`src/rtl/seg_scan_decoder.sv`:
```
// seg_scan_decoder
//   Receive-side decoder for a multiplexed 7-segment display. It samples the segment bus and the
//   one-hot digit select, waits for each digit to be stable, decodes the glyph back to a nibble
//   and publishes a complete frame with a 1-cycle valid strobe.
//
//   Build option: define SEGDEC_CHANGE_ONLY_EN to strobe value_valid only when the published
//   value or error set changes. The first frame after reset always strobes.
//
// Ports
//   clk         system clock
//   rst         synchronous reset, active-high
//   seg_in      segment lines, bit0=a .. bit6=g, active-high, asynchronous
//   dig_sel     one-hot digit enable, bit i = digit i, asynchronous
//   value_out   published value, nibble i = digit i
//   value_valid 1-cycle strobe when value_out is updated
//   digit_err   per digit: last published pattern was not a legal glyph
//   frame_err   OR of digit_err
module seg_scan_decoder #(
  parameter int DIGITS        = 4,
  parameter int STABLE_CYCLES = 8
) (
  input  logic                  clk,
  input  logic                  rst,
  input  logic [6:0]            seg_in,
  input  logic [DIGITS-1:0]     dig_sel,
  output logic [4*DIGITS-1:0]   value_out,
  output logic                  value_valid,
  output logic [DIGITS-1:0]     digit_err,
  output logic                  frame_err
);

  localparam int RW = $clog2(STABLE_CYCLES + 1);
  localparam int IW = (DIGITS > 1) ? $clog2(DIGITS) : 1;
  localparam logic [RW-1:0] RUN_MAX = RW'(STABLE_CYCLES);

  typedef enum logic {COLLECT, PUBLISH} state_t;

  state_t state, next_state;

  logic [6:0]              seg_s1, s_seg, prev_seg;
  logic [DIGITS-1:0]       dig_s1, s_dig, prev_dig;
  logic [RW-1:0]           run, run_next;
  logic [DIGITS-1:0]       mask, mask_base;
  logic [DIGITS-1:0][3:0]  staged_nib;
  logic [DIGITS-1:0]       staged_err;
  logic [IW-1:0]           idx;
  logic                    onehot, capture, publish, pub_strobe;
  logic [4:0]              dec;

  // {err, nibble}; anything that is not one of the 16 hex glyphs decodes to 0 with err set
  function automatic logic [4:0] decode(input logic [6:0] seg);
    case (seg)
      7'h3F: decode = 5'h00;
      7'h06: decode = 5'h01;
      7'h5B: decode = 5'h02;
      7'h4F: decode = 5'h03;
      7'h66: decode = 5'h04;
      7'h6D: decode = 5'h05;
      7'h7D: decode = 5'h06;
      7'h27: decode = 5'h07;
      7'h7F: decode = 5'h08;
      7'h6F: decode = 5'h09;
      7'h77: decode = 5'h0A;
      7'h7C: decode = 5'h0B;
      7'h39: decode = 5'h0C;
      7'h5E: decode = 5'h0D;
      7'h79: decode = 5'h0E;
      7'h71: decode = 5'h0F;
      default: decode = 5'h10;
    endcase
  endfunction

  always_comb begin
    idx = '0;
    for (int i = 0; i < DIGITS; i++)
      if (s_dig[i]) idx = IW'(i);
  end

  assign onehot = $onehot(s_dig);
  assign dec    = decode(s_seg);

  // Run length of the current (dig, seg) pair; held at zero while the select is not one-hot
  always_comb begin
    run_next = run;
    if (!onehot)
      run_next = '0;
    else if (s_dig != prev_dig || s_seg != prev_seg)
      run_next = RW'(1);
    else if (run != RUN_MAX)
      run_next = run + 1'b1;
  end

  // Only the cycle the run first hits the threshold captures, so one capture per dwell
  assign capture   = onehot && (run_next == RUN_MAX) && (run != RUN_MAX);
  assign mask_base = (state == PUBLISH) ? '0 : mask;

  always_ff @(posedge clk) begin
    if (rst) begin
      seg_s1     <= '0;
      s_seg      <= '0;
      prev_seg   <= '0;
      dig_s1     <= '0;
      s_dig      <= '0;
      prev_dig   <= '0;
      run        <= '0;
      mask       <= '0;
      staged_nib <= '0;
      staged_err <= '0;
    end else begin
      seg_s1   <= seg_in;
      s_seg    <= seg_s1;
      prev_seg <= s_seg;
      dig_s1   <= dig_sel;
      s_dig    <= dig_s1;
      prev_dig <= s_dig;
      run      <= run_next;
      // A capture in the publish cycle lands after the clear and counts toward the next frame
      mask     <= capture ? (mask_base | (DIGITS'(1) << idx)) : mask_base;
      if (capture) begin
        staged_nib[idx] <= dec[3:0];
        staged_err[idx] <= dec[4];
      end
    end
  end

  always_ff @(posedge clk) begin
    if (rst) state <= COLLECT;
    else     state <= next_state;
  end

`ifdef SEGDEC_CHANGE_ONLY_EN
  logic pub_once;

  always_ff @(posedge clk) begin
    if (rst)          pub_once <= 1'b0;
    else if (publish) pub_once <= 1'b1;
  end

  assign pub_strobe = !pub_once || (value_out != staged_nib) || (digit_err != staged_err);
`else
  assign pub_strobe = 1'b1;
`endif

  always_comb begin
    next_state = state;
    publish    = 1'b0;
    case (state)
      COLLECT: if (&mask) next_state = PUBLISH;
      PUBLISH: begin
        publish    = 1'b1;
        next_state = COLLECT;
      end
      default: next_state = COLLECT;
    endcase
  end

  always_ff @(posedge clk) begin
    if (rst) begin
      value_out   <= '0;
      value_valid <= 1'b0;
      digit_err   <= '0;
      frame_err   <= 1'b0;
    end else begin
      value_valid <= publish && pub_strobe;
      if (publish) begin
        value_out <= staged_nib;
        digit_err <= staged_err;
        frame_err <= |staged_err;
      end
    end
  end

endmodule
```
`config.mk`:
```
export PLATFORM = sky130hd
export DESIGN_NAME = seg_scan_decoder
export DESIGN_NICKNAME = d
export VERILOG_FILES = /design/src/rtl/seg_scan_decoder.sv
export SDC_FILE = /design/constraint.sdc
export NUM_CORES = 1
export LEC_CHECK = 0
export CORE_MARGIN = 5
export CORE_UTILIZATION = 30
export DETAILED_ROUTE_END_ITERATION = 7
export GPL_TIMING_DRIVEN = 0
export PLACE_DENSITY_LB_ADDON = 0.12
export SLEW_MARGIN = 25
export SYNTH_ARGS = -nofsm -noshare
export SYNTH_HDL_FRONTEND = slang
export SYNTH_SLANG_ARGS = --single-unit
```
`constraint.sdc`:
```
create_clock -name clk -period 2.8 [get_ports clk]
set_clock_uncertainty 0.15 [all_clocks]
set_input_delay 0.56 -clock clk [delete_from_list [all_inputs] [get_ports clk]]
set_output_delay 0.56 -clock clk [all_outputs]
set_load 0.05 [all_outputs]
```
**Yosys cells after proc, flatten, opt, wreduce, memory -nomap -nowiden**

Cells that the tools add are included.

- Output and inout bits: 22
- Word-level logic and storage cells: 72
- Bits in registers: 84
- Memory bits (writable): 0
- Latch bits: 0
- Bits in read-only memories: 0
- Input bits: 13
- Memories kept: 0

- Multipliers: 0
- Bitwise operators: 2
- Shift operators: 1
- $add $sub $neg: 4
- Equal/unequal tests: 21
- Reductions and logical operators: 6
- Magnitude comparators: 2
- Muxes and demuxes: 18
- Div/mod/pow operators: 0

Operators by type and width:

| operator | number |
|---|---|
| $eq A7 B7 Y1 const B | 12 |
| $pmux W5 S16 | 1 |
| $mux W4 | 6 |
| $eq A7 B6 Y1 const B | 3 |
| $bwmux W16 | 1 |
| $demux W4 S2 | 1 |
| $eq A7 B3 Y1 const B | 1 |
| $ne A7 B7 Y1 | 1 |
| $add A1 B1 Y2 | 2 |
| $add A4 B1 Y4 const B | 1 |
| $bwmux W4 | 1 |
| $eq A4 B4 Y1 const B | 1 |
| $mux W1 | 4 |
| $mux W2 | 2 |
| $ne A4 B4 Y1 | 1 |
| $ne A4 B4 Y1 const B | 1 |
| $or A4 B4 Y4 | 1 |
| $reduce_and A4 Y1 | 1 |
| $reduce_or A4 Y1 | 1 |
| $shl A1 B2 Y4 const A | 1 |
| $add A2 B2 Y3 | 1 |
| $eq A3 B1 Y1 const B | 1 |
| $logic_and A1 B1 Y1 | 3 |
| $lt A2 B3 Y1 const B | 1 |
| other kinds (5) | 5 |

**Longest topological paths before layout**

- Depth in word-level cells: 8
- Depth in mapped cells: 10
- Mapped depth without buffers: 9

**Least setup slack after synthesis**

OpenSTA, ideal clock, no wires.

- Path kind: flip-flop to flip-flop
- Start: register s_dig[3]
- End: register staged_err[2]
- Slack: 0.000 ns
- Arrival: 2.578 ns
- Data required time: 2.578 ns
- Library setup time: 0.072 ns
- Clock period less this slack: 2.800 ns
- Cell stages (with the launch flop): 11
- Buffers on the path: 1
- Cells stage by stage: dfxtp_1 > inv_1 > fa_1 > inv_1 > ha_1 > ha_1 > nor3b_1 > nor4b_4 > and4_1 > buf_4 > mux2i_1

- Cells in the longest elaborated chain, start to end: 7
- Elaborated cells between the ends (all ways): 17
- Classes of those cells: add/sub: 2; order compare: 2; eq/ne: 3; mux: 6; reduce/logical: 4

RTL lines:

| what | line | source |
|---|---|---|
| start, declared | 41 | `logic [DIGITS-1:0] dig_s1, s_dig, prev_dig;` |
| start signal, assigned | 114 | `s_dig <= dig_s1;` |
| $add A1 B1 Y2 (not written as such) or $ne A4 B4 Y1 (tied branches) | 79, 87 |  |
| $add A2 B2 Y3 (not written as such) or $logic_or A1 B1 Y1 (tied branches) | 79, 87 |  |
| $eq A3 B1 Y1 or $mux W4 (tied branches) | 79, 87 |  |
| $mux W4 | 85 | `if (!onehot)` |
| $eq A4 B4 Y1 | 94 | `assign capture = onehot && (run_next == RUN_MAX) && (run != RUN_MAX);` |
| $logic_and A1 B1 Y1 (2 in series) | 94 |  |
| end signal, assigned by index | 121 | `staged_err[idx] <= dec[4];` |
| end, declared | 45 | `logic [DIGITS-1:0] staged_err;` |

Several ways; a longest one is shown, not always the timed one.
A chain may end at the register's enable or synchronous reset.

**Worst setup path after layout**

- Start: register s_dig[0]
- End: register staged_err[2]

- Cells in the longest elaborated chain, start to end: 7
- Elaborated cells between the ends (all ways): 10
- Classes of those cells: add/sub: 2; eq/ne: 3; mux: 2; reduce/logical: 3

RTL lines:

| what | line |
|---|---|
| $add A1 B1 Y2 (not written as such) or $ne A4 B4 Y1 (tied branches) | 79, 87 |
| $add A2 B2 Y3 (not written as such) or $logic_or A1 B1 Y1 (tied branches) | 79, 87 |
| $eq A3 B1 Y1 or $mux W4 (tied branches) | 79, 87 |
| $mux W4 | 85 |
| $eq A4 B4 Y1 | 94 |
| $logic_and A1 B1 Y1 * (2 in series) | 94 |

Every way passes the cells marked *; elsewhere a longest branch is shown, timed or not.

==> run summary <==
Outcome: finished clean
Min Hold Slack: 283 ps
I/O pins: 35
Hold Path Depth: 1
CTS tree: done
Max-cap violations: 0
GPL Wtd Cong: 0.762
GR Overflow Total: 0
Pleak: 0.00164 uW
Hold path startpoint: dig_s1[0]
Ant diodes: 0
# hold bufs at CTS: 0
Sequential share of the synthesized area: 48.8%
First-pass GRT wire length: 12,600 um
Synth top area cells: dfxtp_1, mux2i_1, nor2b_1, nand2b_1, nor2_1
Syn avg cell area: 10.1 um^2
Clock transition at path regs: 60 ps
Fin. Hold Viols: 0
Die height: 117 um
Chip width: 117 um
Initial Util: 30.5%
Synth Area in Simple Gates: 25.0%
Synth warn: 0
Routed WL: 7600 um
WP data required: 2910 ps
Max VDD drop: 0.352 mV
RR Startpoint: s_dig[0]
Tcrit/Tclk final: 96.2%
Main synth FF type: dfxtp_1
Async SR Flop Fraction: 0%
Vias post-DR: 2,479
Synthesis-stage register bit count: 84
Power Dens Cells: 626 mW/mm^2
Most frequent cells in the layout: dfxtp_1, mux2i_1, clkdlybuf4s50_1, nor2_1, nor2b_1
Largest family of logic cells by synthesized area: simple AND/OR/NAND/NOR gates
Overall power: 2790 uW
Core box area: 0.0113 mm^2
CP endpoint kind: flip-flop
Fmax: 371 MHz
Setup_tns: 0 ps
Starting DRT DRC Count: 93
Crit-path max FO: 5
Vias per cell: 4.58
Worst reg2reg path depth: 11
DRT antenna net count: 0
Antenna violations before repair: 0
Unrepaired setup endpoints after global routing: yes
Cell count after synthesis: 341
Num Clock Sinks: 84
Final net count: 411
Root Buffer: clkbuf_16
Mapped Nets: 359
Final setup viols: 0
Synth cell types: 51
Share of cells above drive strength 1: 12.3%
Hold EP: s_dig[0]
H-tree depth: 3
CP Class: reg2reg
Post-synthesis compound-gate area fraction: 5.01%
Cell area after synthesis: 0.00345 mm^2
Die ar.: 0.0137 mm^2
DRC viols: 0
First drt pass iteration count: 4
Register-to-register setup slack: 110 ps
# port buffers: 34
Clock Path Buffers: 2
Post-synth EDFFs: 0
Fin crit period: 2690 ps
# rows: 39
Hold Path Class: reg2reg
Startpoint types: flip-flop
Largest net degree at the start of global routing: 15
Area share of the largest cell type after synthesis: 48.8%
Post-DP HPWL: 5380 um
Rel. slew slack: 35.2%
Total GRT Usage: 12.0%
Most common cell after layout, fill and taps aside: dfxtp_1
Max Slew Vio Count: 0
CP Data Arrival Time: 2810 ps
Clk_lat worst skew: 340 ps
Final Util: 39.3%
Per-cell routed wire length: 14.0 um
Vias in the first global route: 2,489
Layout area overhead: 29.1%
Cell taking the most area after synthesis: dfxtp_1
Worst-Margin Slew: 967 ps
Reg-to-Reg End: staged_err[2]
Cts bufs inserted: 9
Adder-Cell Fraction of Synth Area: 2.03%
Post-synthesis xor/xnor area fraction: 3.81%
Multiplexer share of the synthesized area: 11.3%
-- cell usage after synthesis, types with 3 or more instances --
| cell type | count |
|---|---|
| clkbuf_1 | 14 |
| nand2b_1 | 25 |
| mux2i_1 | 39 |
| ha_1 | 4 |
| nand3_1 | 4 |
| nor2b_1 | 31 |
| xnor2_1 | 13 |
| a211oi_1 | 4 |
| nand4b_1 | 4 |
| a21oi_1 | 8 |
| nor3b_1 | 3 |
| dfxtp_1 | 84 |
| nor3_1 | 5 |
| nand3b_1 | 3 |
| buf_2 | 6 |
| nor2_1 | 33 |
| o21ai_0 | 3 |
| nand2_1 | 7 |
| nand4_1 | 3 |
| inv_1 | 9 |
-- worst max-delay path, stage by stage (launching register included) --
cell and delay, ps:
dfxtp_2 340, inv_2 50, fa_1 530, inv_1 50
ha_2 180, ha_4 220, nor3b_4 210, nor4b_4 230
buf_6 160, and4_1 200, buf_6 130, mux2i_1 180
-- cell families (layout without fill, tap and decap cells) --
family | Yosys count | after routing
adder cells (fa/ha/maj) | 5 | 5
AO/OA/AOI/OAI | 26 | 26
XOR/XNOR | 15 | 15
buffers and inverters | 32 | 89
flip-flops | 84 | 84
multiplexers | 39 | 39
AND/OR/NAND/NOR | 140 | 140
-- stage by stage --
stage | instance area, um^2 | std cells | setup WS [ps]
floorplan | 3450 | 341 | 0.306
global placement | 3970 | 518 | -458
detailed placement | 3970 | 518 | -505
CTS | 4420 | 540 | 17.7
global route | 4450 | 541 | -48.8
finish | 4450 | 541 | 107
-- per-layer routing --
metal | up-vias | global-route usage, % | routed length, um
met2 | 37 | 18.9 | 3530
met1 | 1167 | 15.5 | 3730
met5 | - | 0 | 0
li1 | 1268 | - | -
met3 | 7 | 4.27 | 272
met4 | 0 | 3.59 | 70
-- registers in the layout, summed over array words and instances (netlist names) --
name / cells
prev_dig: 4
s_seg: 7
value_out: 16
mask: 4
value_valid: 1
staged_nib: 16
staged_err: 4
s_dig: 4
state: 1
dig_s1: 4
run: 4
prev_seg: 7
seg_s1: 7
frame_err: 1
digit_err: 4
-- cell type report --
type                            instances  area (um^2)
Clock buffer                           11          253
Tap cell                              143          179
Fill cell                            1144         6870
Inverter                                9         36.3
Multi-Input combinational cell        225         1680
Buffer                                 23          109
Sequential cell                        84         1690
Clock inverter                          5          108
Timing Repair Buffer                   41          397
-- report_power, final --
group / switching [uW] / internal, uW / leakage [uW] / total, uW
Clock: 480 / 923 / 0.000176 / 1400
Combinational: 82.6 / 73.0 / 0.000775 / 156
Sequential: 11.7 / 1210 / 0.000684 / 1230
-- how the worst max path moves through the flow --
stage	start	end	slack, ps	cells after the start
after floorplan	s_dig[3]	staged_err[2]	0.3	10
after global placement	s_dig[3]	staged_nib[4]	-460	9
after detailed placement	s_dig[3]	staged_nib[0]	-500	9
after CTS	s_dig[0]	staged_err[2]	20	11
after global routing	s_dig[0]	staged_nib[10]	-50	11
final	s_dig[0]	staged_err[2]	110	11
-- timing repair --
item	4_1_cts	5_1_grt
resized for setup	12	6
cloned	0	0
endpoints found under the setup margin	27	26
setup buffers	6	1
pin swaps	2	1
(Power assumes the default switching activity.)
